`src/rtl/serial_pattern_tx.sv`:
```
// rtl/serial_pattern_tx.sv - serial pattern transmitter, MSB-first, tick-paced, framed repeats
module serial_pattern_tx #(
  parameter int                WIDTH   = 5,
  parameter logic [WIDTH-1:0]  PATTERN = 5'b10010,
  parameter int                CNT_W   = 4,
  parameter int                GAP     = 0
) (
  input  logic             clk,
  input  logic             rest,
  input  logic             tick,
  input  logic             start,
  input  logic             use_ext,
  input  logic [WIDTH-1:0] ext_pattern,
  input  logic [CNT_W-1:0] reps,
  input  logic             abort,
  output logic             w,
  output logic             w_valid,
  output logic             busy,
  output logic             done,
  output logic [CNT_W-1:0] frame_cnt
);

  localparam int IDX_W = (WIDTH > 1) ? $clog2(WIDTH) : 1;
  localparam int GAP_W = (GAP > 1) ? $clog2(GAP) : 1;

  localparam logic [1:0] S_IDLE = 2'd0;
  localparam logic [1:0] S_WAIT = 2'd1;
  localparam logic [1:0] S_SEND = 2'd2;
  localparam logic [1:0] S_GAP  = 2'd3;

  logic [1:0]       state_q, state_d;
  logic [WIDTH-1:0] pat_q, pat_d;
  logic [WIDTH-1:0] sh_q, sh_d;
  logic [CNT_W-1:0] reps_q, reps_d;
  logic [CNT_W-1:0] fc_q, fc_d;
  logic [IDX_W-1:0] idx_q, idx_d;
  logic [GAP_W-1:0] gap_q, gap_d;
  logic             w_q, w_d;
  logic             wv_q, wv_d;
  logic             busy_q, busy_d;
  logic             done_q, done_d;
  logic             pend_q, pend_d;

  logic [WIDTH-1:0] load_pat;
  logic [CNT_W-1:0] fc_nxt;

  assign load_pat = use_ext ? ext_pattern : PATTERN;
  // Saturating frame count; only reachable if reps_eff could exceed the counter range.
  assign fc_nxt   = (fc_q == '1) ? fc_q : fc_q + 1'b1;

  always_comb begin
    state_d = state_q;
    pat_d   = pat_q;
    sh_d    = sh_q;
    reps_d  = reps_q;
    fc_d    = fc_q;
    idx_d   = idx_q;
    gap_d   = gap_q;
    w_d     = w_q;
    wv_d    = wv_q;
    busy_d  = busy_q;
    done_d  = 1'b0;
    pend_d  = pend_q;
    if (abort) begin
      state_d = S_IDLE;
      w_d     = 1'b0;
      wv_d    = 1'b0;
      busy_d  = 1'b0;
      pend_d  = 1'b0;
    end else begin
      case (state_q)
        S_IDLE: if (start) begin
          pend_d  = 1'b1;
          busy_d  = 1'b1;
          state_d = S_WAIT;
        end
        S_WAIT: if (tick) begin
          pat_d   = load_pat;
          sh_d    = load_pat;
          reps_d  = (reps == '0) ? CNT_W'(1) : reps;
          fc_d    = '0;
          w_d     = load_pat[WIDTH-1];
          wv_d    = 1'b1;
          idx_d   = IDX_W'(WIDTH - 1);
          pend_d  = 1'b0;
          state_d = S_SEND;
        end
        S_SEND: if (tick) begin
          if (idx_q != '0) begin
            sh_d  = sh_q << 1;
            w_d   = sh_q[WIDTH-2];
            idx_d = idx_q - 1'b1;
          end else begin
            fc_d = fc_nxt;
            if (fc_nxt == reps_q) begin
              w_d     = 1'b0;
              wv_d    = 1'b0;
              busy_d  = 1'b0;
              done_d  = 1'b1;
              state_d = S_IDLE;
            end else if (GAP > 0) begin
              w_d     = 1'b0;
              wv_d    = 1'b0;
              gap_d   = GAP_W'(GAP - 1);
              state_d = S_GAP;
            end else begin
              sh_d  = pat_q;
              w_d   = pat_q[WIDTH-1];
              idx_d = IDX_W'(WIDTH - 1);
            end
          end
        end
        S_GAP: if (tick) begin
          if (gap_q != '0) begin
            gap_d = gap_q - 1'b1;
          end else begin
            sh_d    = pat_q;
            w_d     = pat_q[WIDTH-1];
            wv_d    = 1'b1;
            idx_d   = IDX_W'(WIDTH - 1);
            state_d = S_SEND;
          end
        end
        default: state_d = S_IDLE;
      endcase
    end
  end

  always_ff @(posedge clk or negedge rest) begin
    if (!rest) begin
      state_q <= S_IDLE;
      pat_q   <= '0;
      sh_q    <= '0;
      reps_q  <= '0;
      fc_q    <= '0;
      idx_q   <= '0;
      gap_q   <= '0;
      w_q     <= 1'b0;
      wv_q    <= 1'b0;
      busy_q  <= 1'b0;
      done_q  <= 1'b0;
      pend_q  <= 1'b0;
    end else begin
      state_q <= state_d;
      pat_q   <= pat_d;
      sh_q    <= sh_d;
      reps_q  <= reps_d;
      fc_q    <= fc_d;
      idx_q   <= idx_d;
      gap_q   <= gap_d;
      w_q     <= w_d;
      wv_q    <= wv_d;
      busy_q  <= busy_d;
      done_q  <= done_d;
      pend_q  <= pend_d;
    end
  end

  assign w         = w_q;
  assign w_valid   = wv_q;
  assign busy      = busy_q;
  assign done      = done_q;
  assign frame_cnt = fc_q;

endmodule

```
`config.mk`:
```
export PLATFORM = sky130hd
export DESIGN_NAME = serial_pattern_tx
export DESIGN_NICKNAME = d
export VERILOG_FILES = /design/src/rtl/serial_pattern_tx.sv
export SDC_FILE = /design/constraint.sdc
export NUM_CORES = 1
export LEC_CHECK = 0
export ABC_AREA = 1
export CORE_UTILIZATION = 40
export CTS_CLUSTER_DIAMETER = 30
export CTS_CLUSTER_SIZE = 28
export DETAILED_ROUTE_END_ITERATION = 6
export PLACE_DENSITY = 0.73
export SLEW_MARGIN = 30
export SYNTH_ARGS = -nofsm -noshare
export SYNTH_HDL_FRONTEND = slang
export SYNTH_SLANG_ARGS = --single-unit
```
`constraint.sdc`:
```
create_clock -name clk -period 4.25 [get_ports clk]
set_input_delay 0.425 -clock clk [delete_from_list [all_inputs] [get_ports clk]]
set_output_delay 0.425 -clock clk [all_outputs]
set_load 0.01 [all_outputs]
```
Yosys cells after proc, flatten, opt, wreduce, memory -nomap -nowiden
Cells that the tools add are included.
- muxes and demuxes: 55
- bitwise logic cells: 1
- reductions and logical operators: 15
- equality and inequality tests: 18
- $add $sub $neg: 3
- operator list (cell ; number):
    4-bit 2-to-1 mux ; 11
    3-bit inequality test, second input constant ; 8
    1-bit 2-to-1 mux ; 22
    7-bit AND reduction ; 3
    3-bit 2-to-1 mux ; 6
    2-bit 2-to-1 mux ; 8
    5-bit AND reduction ; 3
    4-bit one-hot mux with 3 select lines ; 1
    2-bit inequality test, second input constant ; 5
    3-bit one-hot mux with 3 select lines ; 1
    3-bit nonzero test ; 3
    2-bit one-hot mux with 4 select lines ; 1
    4-bit one-hot mux with 2 select lines ; 1
    1-bit one-hot mux with 3 select lines ; 2
    3-bit AND reduction ; 2
    5-bit 2-to-1 mux ; 1
    4-bit by 1-bit adder with 4-bit output, second input constant ; 1
    2-bit equality test, second input constant ; 2
    4-bit equality test ; 1
    4-bit equality test, second input constant ; 1
    4-bit zero test ; 1
    4-bit nonzero test ; 1
    3-bit by 1-bit subtractor with 3-bit output, second input constant ; 1
    2-bit by 1-bit equality test with 1-bit output, second input constant ; 1
    5 further kinds ; 5
- input bits: 15
- register bits: 27
- output and inout port bits: 8
- word-level logic and storage cells: 103

Depth between registers and ports, before layout
Gate-level depths: netlist of the first run.
- word-level depth: 8
- gate-level depth with buffers: 13
- mapped depth without buffers: 13

Worst setup path before layout of the first run
No wires, ideal clock.
- path kind: register to register
- start: reg fc_q[0] (netlist: frame_cnt[0])
- end: reg sh_q[1]
- period minus slack after synthesis: 1.665 ns
- data arrival time: 1.548 ns
- stages on the path, launching flop included: 14
- data required time: 4.133 ns
- setup slack: 2.585 ns
- setup time: 0.117 ns
- cell sequence: dfrtp_1 ha_1 inv_1 nand2_1 nand2_1 nand2_1 nand2_1 nand2_1 nor2_4 nand3_4 nand2_4 nand2_4 nand2_1 nand2_1
- cells in the longest elaborated chain, start to end: 5
- elaborated cells between the ends (all ways): 6
- RTL lines (what ; RTL line ; RTL):
    start, declared ; 35 ; logic [CNT_W-1:0] fc_q, fc_d;
    start signal, assigned ; 135 ; fc_q <= '0;
    start signal, assigned ; 148 ; fc_q <= fc_d;
    4-bit by 1-bit adder with 4-bit output / 4-bit equality test (equally long branches) ; 49 ; assign fc_nxt = (fc_q == '1) ? fc_q : fc_q + 1'b1;
    4-bit 2-to-1 mux * ; 49 ;
    4-bit equality test * ; 95 ; if (fc_nxt == reps_q) begin
    3-bit inequality test (no source line) * ; - ;
    7-bit AND reduction (no source line) * ; - ;
    end signal, assigned ; 133 ; sh_q <= '0;
    end signal, assigned ; 146 ; sh_q <= sh_d;
    end, declared ; 33 ; logic [WIDTH-1:0] sh_q, sh_d;
Every way passes the cells marked *; elsewhere a longest branch is shown, timed or not.
A chain may end at the register's enable or synchronous reset.

Worst setup path in the final report of the first run
- start: reg state_q[1]
- end: reg fc_q[1] (netlist: frame_cnt[1])
- cells in the longest elaborated chain, start to end: 3
- elaborated cells between the ends (all ways): 8
- RTL lines (what ; RTL line ; RTL):
    start, declared ; 31 ; logic [1:0] state_q, state_d;
    start signal, assigned ; 144 ; state_q <= state_d;
    2-bit equality test / 2-bit by 1-bit equality test with 1-bit output (equally long branches) ; 71 ; case (state_q)
    2-bit inequality test (no source line) / 2-bit nonzero test (equally long branches) ; - ;
    5-bit AND reduction (no source line) ; - ;
Several ways; a longest one is shown, not always the timed one.

==> summary.md, run 1 <==
| Metric | Value |
|---|---|
| DIE AREA | `4050 sq um` |
| Initial antenna violation count | `0` |
| Largest net degree at the start of global routing | `27` |
| Complex-gate fraction of the synthesized area | `9.80%` |
| Core ar. | `3660 sq um` |
| Wire length of the first global-routing pass | `5580 microns` |
| Status | `finished, final reports clean` |
| GRT Util Overall | `17.5%` |
| Final wirelength | `3220 microns` |
| Top post-synthesis cells by area | `dfrtp_1, nand2_1, nand3_1` |
| P_sw | `441 uW` |
| Fin. Hold Viols | `0` |
| Period utilization | `45.8%` |
| Crit path cell chain | `inv_2, nor2_2, inv_2, nor3_2, nand2_1, o21ai_2, o22ai_1` |
| Worst slew margin | `72.3%` |
| Syn Nets | `225` |
| 1st-iter DRT viols | `60` |
| H-tree Lvls | `1` |
| Leak pwr | `0.000878 uW` |
| Worst Path Class, Setup | `flip-flop to flip-flop` |
| I/O Pins | `23` |
| Worst-margin pin slew | `0.415 ns` |
| Setup repair bufs after CTS | `0` |
| Max Root-Sink Buffers | `2` |
| Combinational Power Share | `46.0%` |
| Max VDD drop | `0.196 mV` |
| Number of synthesized flops with an enable pin | `0` |
| Post-synth top area share | `42.8%` |
| Clk pwr share | `13.2%` |
| Seq/Total Area, Yosys | `42.8%` |
| Vias in the first global route | `1240` |
| Post-cts resize count | `0` |
| Site Rows | `22` |
| Vias/cell | `4.89` |
| CTS tree | `yes` |
| Tot Pwr | `1040 uW` |
| Worst stage delay on the critical path | `0.60 ns` |
| Ys async rst share | `100%` |
| CP most frequent cell | `inv_2` |
| Cell with the most instances after synthesis | `nand2_1` |
| Root Buffer Master | `clkbuf_8` |
| Finished Layout Cells | `279` |
| Critical Path AT | `2.09 ns` |
| Pwr/cell area | `571 nW/um^2` |
| Gpl congestion | `0.874` |
| Multiplexer area fraction after synthesis | `0.741%` |
| # hold bufs at CTS | `0` |
| DRC errors left | `0` |
| Switching share of power | `42.2%` |
| # setup viols final | `0` |
| Post-DP HPWL | `2470 microns` |
| Dominant synthesized flop cell | `dfrtp_1` |
| # fillers | `358` |
| Post-synthesis simple-gate area fraction | `37.6%` |
| Setup crit end kind | `flip-flop` |
| Inst Count DP | `276` |
| Routed Antenna Nets | `0` |
| Int Power | `604 uW` |
| Crit path max fanout | `11` |
| FMAX | `0.514 GHz` |
| Number of synthesized register bits | `26` |
| Xor/xnor cell area share of the yosys netlist | `0%` |
| Port buffer count | `22` |
| Number of buffers created by CTS | `3` |
| Diodes inserted | `0` |
| Slowest CP cell | `dfrtp_1` |
| Total gr overflow | `0` |
| Average cell area after synthesis | `7.30 sq um` |
| Net count, final | `250` |
| Post-Syn Area | `1520 sq um` |
| Clock Skews | `0.00291 ns` |
| Share of layout cells above drive strength 1 | `11.3%` |
| Max-cap violations | `0` |
| Yosys warnings | `0` |
| Mapped Cells | `208` |
| Die Y | `63.6 microns` |
| Total Neg Setup Slack | `0 ns` |
| Worst hold slack | `0.474 ns` |
| Adder-Cell Fraction of Synth Area | `1.65%` |
| Post-synth cell types | `28` |
| Min Tclk post-route | `1.95 ns` |
| Leading area contributor after synthesis | `dfrtp_1` |
| Worst Path Required | `4.40 ns` |
| Commonest cells in the netlist | `nand2_1, dfrtp_1, nand3_1` |
| Chip Width | `63.6 microns` |
| Via count | `1364` |
| Unrepaired setup endpoints after global routing | `false` |
| Worst Hold Class | `flip-flop to flip-flop` |
| Total clock sinks | `26` |
| Avg WL per Cell | `11.5 microns` |
| Area grow syn2layout | `20.5%` |
| Largest family of logic cells by synthesized area | `simple AND/OR/NAND/NOR gates` |
| Sequential share of power | `40.9%` |
| DRT Pass-1 Iters | `6` |
| Worst setup SP type | `flip-flop` |
| Starting Density | `41.5%` |
| Clk_lat worst skew | `0.26 ns` |
| Clock transition at path regs | `0.09 ns` |
| Max Slew Vio Count | `0` |
==> routing by layer <==
layer | GRT usage, % | vias up | routed length [microns]
met5 | 0 | - | 0
li1 | - | 717 | -
met3 | 2.17 | 2 | 106
met1 | 23.9 | 611 | 1550
met4 | 5.11 | 0 | 19
met2 | 28.7 | 34 | 1540
==> flip-flops by register name, indices dropped and copies added, names as in the netlist, 2 cells and up <==
name,count
pat_q,5
state_q,2
reps_q,4
idx_q,3
frame_cnt,4
sh_q,4
==> layout by cell type (no fill, tap or decap), types with 2 or more instances in the layout <==
cell             instances
nand2_1                 69
dfrtp_1                 26
clkdlybuf4s50_1         22
nand3_1                 20
nor2_1                  19
inv_1                   18
o21ai_0                 11
inv_2                    7
a21oi_1                  4
nor3_1                   3
o21ai_1                  3
o22ai_1                  3
clkbuf_8                 3
nor2_2                   2
nand2_2                  2
nor2_4                   2
or2_2                    2
nand2_4                  2
o221ai_1                 2
ha_1                     2
==> worst paths after layout <==
kind,start,to,slack [ns],cells after the start
worst max-delay path,state_q[1],frame_cnt[1],2.30,7
worst min-delay path,busy,busy,0.47,2
worst max register to register,state_q[1],frame_cnt[1],2.30,7
worst min register to register,busy,busy,0.47,2
max in group asynchronous,rest,pat_q[1],3.49,2
min in group asynchronous,rest,busy,0.51,2
==> stage by stage <==
stage,util (%),setup WS (ns),area [sq um]
floorplan,-,2.59,1520
global placement,48.9,2.09,1790
detailed placement,48.9,2.06,1790
CTS,50.0,2.31,1830
global route,50.0,2.09,1830
finish,50.0,2.30,1830
==> power groups by stage <==
stage	clock [uW]	combinational [uW]	sequential, uW
floorplan	0	339	419
global placement	0	468	428
detailed placement	0	479	431
CTS	139	482	425
global route	152	548	440
finish	138	480	427
==> final cells by class <==
| type | count | area, sq um | share of cell area, % |
|---|---|---|---|
| Clock buffer | 3 | 41.3 | 2.26 |
| Inverter | 25 | 93.8 | 5.13 |
| Tap cell | 48 | 60.1 | 3.28 |
| Multi-Input combinational cell | 154 | 757 | 41.4 |
| Timing Repair Buffer | 23 | 228 | 12.4 |
| Sequential cell | 26 | 651 | 35.5 |
==> worst max-delay path: cells and delay by family, from the launching register on <==
kind / cells / cell delay [ns]
AO/OA/AOI/OAI: 2 / 0.25
buffers and inverters: 2 / 0.22
flip-flops: 1 / 0.60
AND/OR/NAND/NOR: 3 / 0.74
==> cell families (layout without fill, tap and decap cells) <==
logic type                 Yosys count  in the layout
and+or+nand+nor                    125            125
buffers and inverters               28             51
AOI/OAI and AO/OA                   26             26
DFF                                 26             26
adders and majority gates            2              2
muxes                                1              1
Note: power is estimated with default switching activity, not from simulation.
==> run 2, diff against run 1 <==
PLACE_DENSITY = 0.75   (was 0.73)
clock period = 1.55 ns   (was 4.25 ns; I/O delays follow)
==> run 2 against run 1 <==
The flow now finishes with violations (setup timing); sequential share of layout area fell by 4.5 points; hold slack worse by 0.24 ns; register-to-register slack lost 2.5 ns; critical path type unchanged; largest cell class unchanged; highest routed layer unchanged.
==> summary.md, run 2 (synthesis gave the netlist of run 1 again) <==
| Metric | Value |
|---|---|
| # setup viols final | `12` |
| Pwr/cell area | `1560 nW/um^2` |
| Largest Register | `pat_q` |
| GRT Util Overall | `18.6%` |
| Worst Path Required | `1.73 ns` |
| # hold bufs at CTS | `0` |
| Min Tclk post-route | `1.72 ns` |
| Period utilization | `111%` |
| Finished Core Util | `57.5%` |
| # fillers | `332` |
| Total clock sinks | `26` |
| Port buffer count | `22` |
| Initial antenna violation count | `0` |
| Max VDD drop | `0.606 mV` |
| Worst-margin pin slew | `0.343 ns` |
| Chip Width | `63.6 microns` |
| Via count | `1513` |
| DIE AREA | `4050 sq um` |
| Worst hold slack | `0.237 ns` |
| Clk_lat worst skew | `0.28 ns` |
| Net count, final | `273` |
| H-tree Lvls | `1` |
| Worst Path Class, Setup | `flip-flop to flip-flop` |
| Worst slew margin | `77.2%` |
| Worst Hold Class | `input pin to async pin` |
| Gpl congestion | `0.884` |
| Final wirelength | `3510 microns` |
| Leak pwr | `0.00101 uW` |
| Clk pwr share | `12.4%` |
| Wire length of the first global-routing pass | `5930 microns` |
| Final worst setup slack | `-0.172 ns` |
| Vias/cell | `4.99` |
| Largest register FFs | `5` |
| DRC errors left | `0` |
| Failing checks | `setup timing` |
| Core ar. | `3660 sq um` |
| Root Buffer Master | `clkbuf_8` |
| Max Root-Sink Buffers | `2` |
| Worst setup SP type | `flip-flop` |
| Critical Path AT | `1.90 ns` |
| Site Rows | `22` |
| Register-to-register setup slack | `-0.17 ns` |
| Setup crit end kind | `flip-flop` |
| Avg WL per Cell | `11.6 microns` |
| Post-DP HPWL | `2590 microns` |
| Clock Skews | `0.00353 ns` |
| Area grow syn2layout | `38.6%` |
| Total Neg Setup Slack | `-1.73 ns` |
| CTS tree | `yes` |
| Unrepaired setup endpoints after global routing | `true` |
| Sequential share of power | `35.2%` |
| Int Power | `1940 uW` |
| Post-place setup slack | `-0.144 ns` |
| Number of buffers created by CTS | `3` |
| FMAX | `0.581 GHz` |
| Largest net degree at the start of global routing | `27` |
| FF-to-FF End | `sh_q[3]` |
| Switching share of power | `41.0%` |
| P_sw | `1350 uW` |
| 1st-iter DRT viols | `66` |
| Vias in the first global route | `1359` |
| Max Slew Vio Count | `0` |
| Max-cap violations | `0` |
| Combinational Power Share | `52.3%` |
| I/O Pins | `23` |
| Status | `finished with violations` |
| Reg2reg path depth | `12` |
| DRT Pass-1 Iters | `4` |
| Crit path max fanout | `8` |
| Reg2reg start | `frame_cnt[1]` |
| Commonest non-fill, non-tap cell in the layout | `nand2_1` |
| Die Y | `63.6 microns` |
| Starting Density | `41.5%` |
| Clock transition at path regs | `0.09 ns` |
| Most frequent cells in the layout | `nand2_1, dfrtp_1, buf_4, clkdlybuf4s50_1` |
| Total gr overflow | `0` |
| Share of layout cells above drive strength 1 | `26.7%` |
| Routed Antenna Nets | `0` |
| Diodes inserted | `0` |
| Fin. Hold Viols | `0` |
[run 2: worst max-delay path by stage]
stage	startpoint	endpoint	cells after the start
after floorplan	frame_cnt[0]	sh_q[1]	13
after global placement	frame_cnt[0]	idx_q[0]	13
after detailed placement	frame_cnt[0]	idx_q[1]	13
after CTS	frame_cnt[0]	idx_q[0]	13
after global routing	frame_cnt[1]	sh_q[1]	12
final	frame_cnt[1]	sh_q[3]	12
[run 2: timing repair]
item,in CTS,in global routing
pin swaps,1,13
setup endpoints to repair,11,14
setup buffers,4,1
gates resized for setup,6,16
hold endpoints to repair,0,0
[run 2: routing by layer]
metal  GRT usage [%]  share of wire, %  vias up
li1                -                 -      763
met1            25.4                47      701
met2            29.9                47       42
met3            1.81               4.1        7
met4            7.39               1.7        0
met5               0                 0        -
[run 2: stage by stage]
step | power, uW | cells | area, sq um
final | 3280 | 303 | 2100
after CTS | 3200 | 302 | 2050
after detailed placement | 2720 | 294 | 1950
after global placement | 2700 | 294 | 1950
after global routing | 3550 | 303 | 2100
after floorplan | 2110 | 208 | 1530
[run 2: area by class of cell]
cell class              instances  area, sq um  share of cell area, %
multi-input cells             154          837                   39.8
clock buffers                   4         45.0                   2.14
repair buffers                 46          415                   19.7
inverters                      25         93.8                   4.46
well taps                      48         60.1                   2.85
flip-flops and latches         26          653                   31.0
[run 2: worst max-delay path, cell delays in order, from the launching register on]
cell and delay (ns):
dfrtp_2 0.41, ha_4 0.17, nand3_2 0.16, nand2_1 0.14
nand3_1 0.08, nand2_1 0.06, nand2_1 0.07, inv_2 0.08
nand3_4 0.12, nand2_8 0.14, nand2_8 0.08, nand2_1 0.06
nand2_1 0.04
[run 2: power by group through the flow]
stage	combinational [uW]	sequential (uW)	clock, uW
5_1_grt	1930	1190	436
3_5_place_dp	1550	1170	0
6_report	1720	1160	408
3_3_place_gp	1540	1160	0
2_1_floorplan	942	1160	0
4_1_cts	1630	1160	414
